### src/rtl/pc_sequencer_pkg.sv
// Shared sequencer/decoder definitions: FSM state encoding, opcode values and
// the opcode classification used to steer EXEC.
package proc_pkg;

    typedef enum logic [2:0] {
        ST_IDLE     = 3'd0,
        ST_FETCH    = 3'd1,
        ST_EXEC     = 3'd2,
        ST_MEM_WAIT = 3'd3,
        ST_HALT     = 3'd4
    } seq_state_t;

    localparam logic [3:0] OP_SHIFT = 4'b0000;
    localparam logic [3:0] OP_BEQ   = 4'b0001;
    localparam logic [3:0] OP_BNE   = 4'b0010;
    localparam logic [3:0] OP_BLT   = 4'b0011;
    localparam logic [3:0] OP_LD    = 4'b0100;
    localparam logic [3:0] OP_ST    = 4'b0101;
    localparam logic [3:0] OP_PUSH  = 4'b0110;
    localparam logic [3:0] OP_POP   = 4'b0111;
    localparam logic [3:0] OP_DONE  = 4'b1111;

    typedef enum logic [1:0] {
        CLS_OTHER  = 2'd0,
        CLS_BRANCH = 2'd1,
        CLS_MEM    = 2'd2,
        CLS_HALT   = 2'd3
    } op_class_t;

    // Anything unrecognised (including X) lands on the plain ALU path.
    function automatic op_class_t op_class(input logic [3:0] op);
        op_class_t cls;
        cls = CLS_OTHER;
        case (op)
            OP_BEQ, OP_BNE, OP_BLT: cls = CLS_BRANCH;
            OP_LD, OP_ST:           cls = CLS_MEM;
            OP_DONE:                cls = CLS_HALT;
            default:                cls = CLS_OTHER;
        endcase
        return cls;
    endfunction

endpackage

### src/rtl/pc_sequencer_if.sv
// Control bundle between the sequencer (slave) and the core/fetch logic (master).
interface pc_sequencer_if #(
    parameter int PCW = 10
);
    logic           start;
    logic [3:0]     instr_op;
    logic           branch_taken;
    logic [PCW-1:0] branch_target;
    logic [PCW-1:0] pc;
    logic           fetch_en;
    logic           reg_wr_en;
    logic           mem_wr_en;
    logic           busy;
    logic           done;
    logic [15:0]    retired;

    modport slave (
        input  start, instr_op, branch_taken, branch_target,
        output pc, fetch_en, reg_wr_en, mem_wr_en, busy, done, retired
    );

    modport master (
        output start, instr_op, branch_taken, branch_target,
        input  pc, fetch_en, reg_wr_en, mem_wr_en, busy, done, retired
    );
endinterface

### src/rtl/pc_sequencer.sv
// Multi-cycle fetch/execute sequencer: owns the PC, steps FETCH/EXEC/MEM_WAIT,
// gates write strobes to one pulse per retired instruction and counts retirements.
module pc_sequencer
    import proc_pkg::*;
#(
    parameter int PCW     = 10,
    parameter int MEM_LAT = 1
) (
    input  logic         clk,
    input  logic         reset,
    pc_sequencer_if.slave bus
);

    localparam logic [3:0] WAIT_INIT = 4'(MEM_LAT - 1);

    seq_state_t     state_q, state_d;
    logic [PCW-1:0] pc_q, pc_d;
    logic           done_q, done_d;
    logic [15:0]    retired_q, retired_d;
    logic [3:0]     wait_q, wait_d;

    logic           fetch_en;
    logic           reg_wr_en;
    logic           mem_wr_en;
    logic           busy;
    logic           retire;
    logic [PCW-1:0] pc_inc;
    op_class_t      cls;

    assign pc_inc = pc_q + PCW'(1);
    assign cls    = op_class(bus.instr_op);

    always_comb begin
        state_d   = state_q;
        pc_d      = pc_q;
        done_d    = done_q;
        retired_d = retired_q;
        wait_d    = wait_q;
        fetch_en  = 1'b0;
        reg_wr_en = 1'b0;
        mem_wr_en = 1'b0;
        busy      = 1'b0;
        retire    = 1'b0;

        case (state_q)
            ST_IDLE: begin
                if (bus.start) begin
                    pc_d      = '0;
                    retired_d = '0;
                    state_d   = ST_FETCH;
                end
            end

            ST_FETCH: begin
                fetch_en = 1'b1;
                busy     = 1'b1;
                state_d  = ST_EXEC;
            end

            ST_EXEC: begin
                busy = 1'b1;
                case (cls)
                    CLS_BRANCH: begin
                        pc_d    = bus.branch_taken ? bus.branch_target : pc_inc;
                        retire  = 1'b1;
                        state_d = ST_FETCH;
                    end
                    CLS_MEM: begin
                        wait_d  = WAIT_INIT;
                        state_d = ST_MEM_WAIT;
                    end
                    CLS_HALT: begin
                        done_d  = 1'b1;
                        retire  = 1'b1;
                        state_d = ST_HALT;
                    end
                    default: begin
                        reg_wr_en = 1'b1;
                        pc_d      = pc_inc;
                        retire    = 1'b1;
                        state_d   = ST_FETCH;
                    end
                endcase
            end

            // The strobe fires on the last wait cycle so the memory has had
            // MEM_LAT cycles to settle before the result is committed.
            ST_MEM_WAIT: begin
                busy = 1'b1;
                if (wait_q == 4'd0) begin
                    if (bus.instr_op == OP_ST) begin
                        mem_wr_en = 1'b1;
                    end else begin
                        reg_wr_en = 1'b1;
                    end
                    pc_d    = pc_inc;
                    retire  = 1'b1;
                    state_d = ST_FETCH;
                end else begin
                    wait_d = wait_q - 4'd1;
                end
            end

            ST_HALT: begin
                if (bus.start) begin
                    done_d    = 1'b0;
                    pc_d      = '0;
                    retired_d = '0;
                    state_d   = ST_FETCH;
                end
            end

            default: begin
                state_d = ST_IDLE;
            end
        endcase

        if (retire && (retired_q != 16'hFFFF)) begin
            retired_d = retired_q + 16'd1;
        end
    end

    always_ff @(posedge clk) begin
        if (reset) begin
            state_q   <= ST_IDLE;
            pc_q      <= '0;
            done_q    <= 1'b0;
            retired_q <= '0;
            wait_q    <= '0;
        end else begin
            state_q   <= state_d;
            pc_q      <= pc_d;
            done_q    <= done_d;
            retired_q <= retired_d;
            wait_q    <= wait_d;
        end
    end

    assign bus.pc        = pc_q;
    assign bus.done      = done_q;
    assign bus.retired   = retired_q;
    assign bus.fetch_en  = fetch_en;
    assign bus.reg_wr_en = reg_wr_en;
    assign bus.mem_wr_en = mem_wr_en;
    assign bus.busy      = busy;

endmodule

### src/flat_wrapper.sv
// flat-port wrapper written by rule: the top's interface ports become plain ports
module pc_sequencer_flat import proc_pkg::*;
#(
    parameter int PCW     = 10,
    parameter int MEM_LAT = 1
)
  (clk, reset, bus_start, bus_instr_op, bus_branch_taken, bus_branch_target, bus_pc, bus_fetch_en, bus_reg_wr_en, bus_mem_wr_en, bus_busy, bus_done, bus_retired);
  pc_sequencer_if #(.PCW(PCW)) bus_i ();
  input  logic clk;
  input  logic reset;
  input wire logic [$bits(bus_i.start)-1:0] bus_start;
  input wire logic [$bits(bus_i.instr_op)-1:0] bus_instr_op;
  input wire logic [$bits(bus_i.branch_taken)-1:0] bus_branch_taken;
  input wire logic [$bits(bus_i.branch_target)-1:0] bus_branch_target;
  output wire logic [$bits(bus_i.pc)-1:0] bus_pc;
  output wire logic [$bits(bus_i.fetch_en)-1:0] bus_fetch_en;
  output wire logic [$bits(bus_i.reg_wr_en)-1:0] bus_reg_wr_en;
  output wire logic [$bits(bus_i.mem_wr_en)-1:0] bus_mem_wr_en;
  output wire logic [$bits(bus_i.busy)-1:0] bus_busy;
  output wire logic [$bits(bus_i.done)-1:0] bus_done;
  output wire logic [$bits(bus_i.retired)-1:0] bus_retired;
  assign bus_i.start = bus_start;
  assign bus_i.instr_op = bus_instr_op;
  assign bus_i.branch_taken = bus_branch_taken;
  assign bus_i.branch_target = bus_branch_target;
  assign bus_pc = bus_i.pc;
  assign bus_fetch_en = bus_i.fetch_en;
  assign bus_reg_wr_en = bus_i.reg_wr_en;
  assign bus_mem_wr_en = bus_i.mem_wr_en;
  assign bus_busy = bus_i.busy;
  assign bus_done = bus_i.done;
  assign bus_retired = bus_i.retired;
  pc_sequencer #(.PCW(PCW), .MEM_LAT(MEM_LAT)) u_core (.clk(clk), .reset(reset), .bus(bus_i));
endmodule
### config.mk
export PLATFORM = sky130hd
export DESIGN_NAME = pc_sequencer_flat
export DESIGN_NICKNAME = d
export VERILOG_FILES = /design/src/rtl/pc_sequencer_pkg.sv /design/src/rtl/pc_sequencer_if.sv /design/src/rtl/pc_sequencer.sv /design/src/flat_wrapper.sv
export SDC_FILE = /design/constraint.sdc
export NUM_CORES = 1
export LEC_CHECK = 0
export ABC_CLOCK_PERIOD_IN_PS = 1800
export CORE_MARGIN = 4
export CORE_UTILIZATION = 40
export CTS_BUF_LIST = sky130_fd_sc_hd__clkbuf_16
export DETAILED_ROUTE_END_ITERATION = 10
export PLACE_DENSITY = 0.68
export SYNTH_ARGS = -nofsm -noshare
export SYNTH_HDL_FRONTEND = slang
export SYNTH_SLANG_ARGS = --single-unit
### constraint.sdc
create_clock -name clk -period 1.8 [get_ports clk]
set_clock_uncertainty 0.1 [all_clocks]
set_input_delay 0.18 -clock clk [delete_from_list [all_inputs] [get_ports clk]]
set_output_delay 0.18 -clock clk [all_outputs]
set_load 0.02 [all_outputs]
# Word level (Yosys, flattened, before mapping)
# Cells that the tools add are included.
[classes] muxes=31 add_sub_neg=3 reduce_logical=19 eq_ne=21
[ops] operator="16-bit two-way mux" count=3
[ops] operator="10-bit two-way mux" count=3
[ops] operator="10-bit case mux with 3 select lines" count=1
[ops] operator="10-bit case mux with 2 select lines" count=1
[ops] operator="16-bit by 1-bit adder with 16-bit output, second input constant" count=1
[ops] operator="16-bit != test, second input constant" count=1
[ops] operator="1-bit two-way mux" count=12
[ops] operator="3-bit case mux with 4 select lines" count=1
[ops] operator="10-bit by 1-bit adder with 10-bit output, second input constant" count=1
[ops] operator="3-bit OR reduction" count=3
[ops] operator="4-bit by 2-bit == test with 1-bit output, second input constant" count=2
[ops] operator="4-bit by 3-bit == test with 1-bit output, second input constant" count=2
[ops] operator="4-bit two-way mux" count=2
[ops] operator="2-bit by 1-bit != test with 1-bit output, second input constant" count=4
[ops] operator="4-bit case mux with 2 select lines" count=1
[ops] operator="2-bit nonzero test" count=4
[ops] operator="3-bit by 2-bit == test with 1-bit output, second input constant" count=2
[ops] operator="3-bit two-way mux" count=2
[ops] operator="2-bit != test, second input constant" count=3
[ops] operator="1-bit case mux with 2 select lines" count=3
[ops] operator="2-bit case mux with 3 select lines" count=1
[ops] operator="3-bit case mux with 2 select lines" count=1
[ops] operator="3-bit AND reduction" count=2
[ops] operator="2-bit OR reduction" count=3
[ops] operator="other kinds (13)" count=15
[word_totals] out_inout_bits=31 regBits=34 wordCells=79 in_bits=18

# Depth between registers and ports, before layout
[logic_depth] depth_word=9 ltp_mapped=8 ltp_nobuf=7

# Worst setup path before layout
# OpenSTA, ideal clock, no wires.
[synth_path] path_type="flip-flop to flip-flop" startpoint="register u_core.retired_q[0], in the netlist u_core.bus.retired[0]" endpoint="register u_core.retired_q[8], in the netlist u_core.bus.retired[8]" synth_period_minus_slack_ns=2.146 n_path_buf=2 arrival_ns=1.925 setup_time_ns=0.122 stages_incl_launch_ff=9 path_slack_ns=-0.346 t_required_ns=1.578 path_cell_list="dfxtp_1 > ha_1 > and3_1 > and4_1 > buf_2 > a311oi_2 > buf_6 > and3_1 > a221o_1"
[synth_via] elab_chain_cells=4 elab_cells_between_ends=7 classes_between="add/sub (1); eq/ne (1); mux (1); reduce/logical (4)"
[synth_lines] element="start, declared" line_no="pc_sequencer.sv:19" source="logic [15:0] retired_q, retired_d;"
[synth_lines] element="start signal, assigned" line_no="pc_sequencer.sv:134" source="retired_q <= retired_d;"
[synth_lines] element="branches (longest 4 deep; another with 16-bit by 1-bit adder with 16-bit output)"
# Several ways; the timed one is not identified.
# A chain may end at the register's enable or synchronous reset.

# Worst setup path in the final report
[layout_path] startpoint="register u_core.wait_q[1]" endpoint="register u_core.retired_q[2], in the netlist u_core.bus.retired[2]"
[layout_via] elab_chain_cells=6 elab_cells_between_ends=8 classes_between="mux (3); reduce/logical (5)"
[layout_lines] element="start, declared" line_no="pc_sequencer.sv:20" source="logic [3:0] wait_q, wait_d;"
[layout_lines] element="start signal, assigned" line_no="pc_sequencer.sv:135" source="wait_q <= wait_d;"
[layout_lines] element="4-bit zero test *" line_no="pc_sequencer.sv:90" source="if (wait_q == 4'd0) begin"
[layout_lines] element="1-bit two-way mux *" line_no="pc_sequencer.sv:90"
[layout_lines] element="1-bit case mux with 2 select lines *" line_no="pc_sequencer.sv:45" source="case (state_q)"
[layout_lines] element="1-bit logical AND *" line_no="pc_sequencer.sv:118" source="if (retire && (retired_q != 16'hFFFF)) begin"
[layout_lines] element="2-bit nonzero test (no line)"
[layout_lines] element="2-bit AND reduction (no line)"
# Mark *: on every way between the ends. The rest lies on a longest branch, timed or not.

==> flow_metrics.py <==
metrics = {
    "timing": {
        "worst_slew_pin_slew_ps": 434.8,
        "post-route-period-util_pct": 111.0,
        "finalCriticalPeriod_ps": 1998,
        "rsz0062_at_grt": "yes",
        "fmaxAchievable_ghz": 0.5004,
        "setup_violations": 26,
        "final_hold_viol_count": 0,
        "slew_violations": 0,
        "fin_ws_ps": -198.5,
        "slew_headroom_pct": 70.71,
        "hold_slack_ps": 405.2,
    },
    "clock_tree": {
        "hold_buffers": 0,
        "root_buffer": "clkbuf_16",
        "numCtsBuffers": 5,
        "htree_levels": 2,
        "path_clk_slew_ps": 60,
        "clock_path_buffers": 2,
        "cts.sinks": 34,
        "cts_tree": "yes",
        "clkLatencyLatePin_ps": 280,
    },
    "hold_path": {
        "hold_end": "u_core.bus.pc[9]",
        "hold_start": "u_core.bus.pc[9]",
        "whs_path_depth": 2,
        "hp-class": "register to register",
    },
    "final_layout": {
        "synthToLayoutAreaGrowth_pct": 77.99,
        "drive_gt1_share_pct": 40.11,
        "nNetsFinal": 399,
        "fillCellCount": 326,
        "post-route-cell-area_sq_um": 3672,
        "final_common_cell": "buf_4",
        "final_cells": 446,
        "final_cell_mix": "buf_4 (86), clkdlybuf4s50_1 (42), nor2_1 (24), dfxtp_1 (21), nand2_1 (18)",
        "diodes": 0,
        "final_core_util_pct": 75.74,
    },
    "flow_run": {
        "cap_violations": 0,
    },
    "setup_path": {
        "r2r_cells": 9,
        "r2r_slack_ps": -200,
        "r2r_end": "u_core.bus.retired[2]",
        "critPathMaxStageDelay_ps": 330,
        "critPathLaunchType": "register",
        "crit_path_end_kind": "register",
        "critPathKind": "register to register",
        "worst_path_dominant_cell_family": "compound AO/OA/AOI/OAI gates",
        "cp_slowest_cell": "a221o_1",
        "critPathMaxFanout": 7,
        "arrival_ps": 2060,
        "crit_chain": "inv_2 > ha_4 > nor3b_4 > a22oi_4 > buf_6 > a31oi_4 > nor3_4 > buf_12 > a221o_1",
        "cp.required_ps": 1860,
        "crit_buf_inv": 3,
        "crit-reg2reg-launch": "u_core.wait_q[1]",
    },
    "die": {
        "dieArea_sq_um": 6371,
        "fp-row-count": 25,
        "core_area_sq_um": 4848,
        "io_pins": 49,
        "die_h_um": 79.82,
        "start_util_pct": 42.55,
        "die_w_um": 79.82,
    },
    "logic_synthesis": {
        "syn-cell-area_sq_um": 2063,
        "post_synth.cell_area_avg_sq_um": 8.456,
        "ys_warn_count": 0,
        "synth-seq-cells": 34,
        "ys_types": 53,
        "synth.area.top_cells": "dfxtp_1 (33%), and3_1 (4.9%), nor2_1 (4.7%)",
        "ys_seq_area_share_pct": 32.99,
        "synth_top_area_share_pct": 32.99,
        "synthCells": 244,
        "synth_edf_count": 0,
        "synth-async-reset-ratio_pct": 0,
        "synthFlopType": "dfxtp_1",
        "syn_nets": 265,
        "yosysTopAreaCell": "dfxtp_1",
    },
    "power": {
        "leakage_nw": 1.554,
        "power_density_nw_per_um2": 600.3,
        "vdd_ir_drop_max_v": 0.0004983,
    },
    "routing": {
        "drt_iter0_markers": 114,
        "ant_nets": 0,
        "totalWireLength_mm": 7.159,
        "vias": 2462,
        "dr.pass1.iters": 4,
        "vias_per_cell": 5.520,
        "wl_per_cell_um": 16.05,
        "drc": 0,
    },
    "grt": {
        "antenna_found_initial": 0,
        "grt_pass1_vias": 2572,
        "grt_max_degree": 15,
        "grt_pass1_wl_mm": 11.85,
        "grtUsageTotal_pct": 23.55,
        "grt_overflow": 0,
    },
    "placement": {
        "routabilityCongestion": 0.8275,
        "post-dp-hpwl_mm": 4.595,
        "postPlaceCellArea_sq_um": 3183,
        "dp.cells": 417,
        "io_buffers": 48,
    },
    "outcome": {
        "violations": "negative setup slack",
        "status": "finished with violations",
    },
}
==> synth_stat cells (2+ instances only) <==
cell	count
nand2_1	19
or3b_4	2
a221o_1	8
a32oi_1	4
nor2b_1	2
buf_4	2
xnor2_1	2
a21oi_1	13
and3_1	16
a211o_1	3
inv_1	10
or3_1	2
nand3_1	11
o32ai_1	6
nor2_1	26
a22oi_1	5
o21ai_0	2
dfxtp_1	34
nor3b_2	2
nand4_1	4
a221oi_1	4
a22o_1	2
buf_6	3
and4_1	3
xor2_1	2
and3b_1	4
and2_1	2
clkbuf_1	3
nor4_1	3
buf_2	8
nor3_1	11
a211oi_1	2
ha_1	3
a311oi_2	2
==> how the worst max path moves through the flow <==
stage                                  endpoint                  start  cells after the start
after CTS                 u_core.bus.retired[2]       u_core.wait_q[0]                      9
after global routing           u_core.bus.pc[7]       u_core.wait_q[0]                     10
after global placement    u_core.bus.retired[9]        bus_instr_op[2]                      7
after floorplan           u_core.bus.retired[2]  u_core.bus.retired[0]                      8
after detailed placement  u_core.bus.retired[5]        bus_instr_op[2]                      7
final                     u_core.bus.retired[2]       u_core.wait_q[1]                      9
==> per-layer routing <==
layer / wire (um) / global-route usage (%) / vias up
met3: 339 / 4.740 / 12
met2: 3431 / 40.82 / 67
met4: 79 / 6.757 / 0
li1: - / - / 1211
met5: 0 / 0 / -
met1: 3309 / 29.38 / 1172
==> sequential cells by signal, indices dropped and copies added, names as in the netlist <==
register,count
u_core.bus.done,1
u_core.bus.pc,10
u_core.bus.retired,16
u_core.state_q,3
u_core.wait_q,4
==> cell families (layout without fill, tap and decap cells) <==
logic type,after synthesis,count (layout),share of synthesized area [%]
AOI/OAI and AO/OA,62,64,25.35
xor gates and xnor gates,4,4,1.698
adders and majority gates,3,3,1.819
buffers and inverters,26,159,6.671
DFF,34,34,32.99
muxes,1,1,0.5457
and+or+nand+nor,114,114,30.93
==> per-stage QoR <==
stage | worst slack (ps) | TNS (ps) | power (mW)
CTS | -211.2 | -3381 | 2.196
floorplan | -126.7 | -1439 | 0.9882
global route | -276.2 | -5876 | 2.284
finish | -198.5 | -3278 | 2.204
detailed placement | -540.8 | -13170 | 1.164
global placement | -513.4 | -12370 | 1.157
==> report_power, final <==
part           switching [mW]  internal [mW]  leakage, nW  total [mW]
logic                   0.220          0.239         1.19       0.459
registers              0.0135          0.763        0.282       0.777
clock network           0.325          0.643       0.0826       0.968
==> area by class of cell <==
| class | count | area, sq um | area share [%] |
|---|---|---|---|
| multi-input combinational | 186 | 1459 | 39.73 |
| timing repair buffer | 141 | 1227 | 33.42 |
| sequential | 34 | 701.9 | 19.11 |
| clock buffer | 5 | 125.1 | 3.407 |
| tap | 67 | 83.83 | 2.283 |
| clock inverter | 3 | 37.54 | 1.022 |
| inverter | 10 | 37.54 | 1.022 |
==> worst reg2reg max path: cells and delay by family (launching register included) <==
kind	cells	cell delay, ps
compound gates	3	640
buf+inv	3	340
simple gates	2	340
flops	1	320
fa+ha+maj	1	130
==> what timing repair did <==
item                       in CTS  in global routing
buffers inserted               15                  3
cloned                          4                  0
pin swaps                      20                  4
setup endpoints to repair      30                 32
gates resized for setup        35                 13
Note: power is estimated with default switching activity, not from simulation.
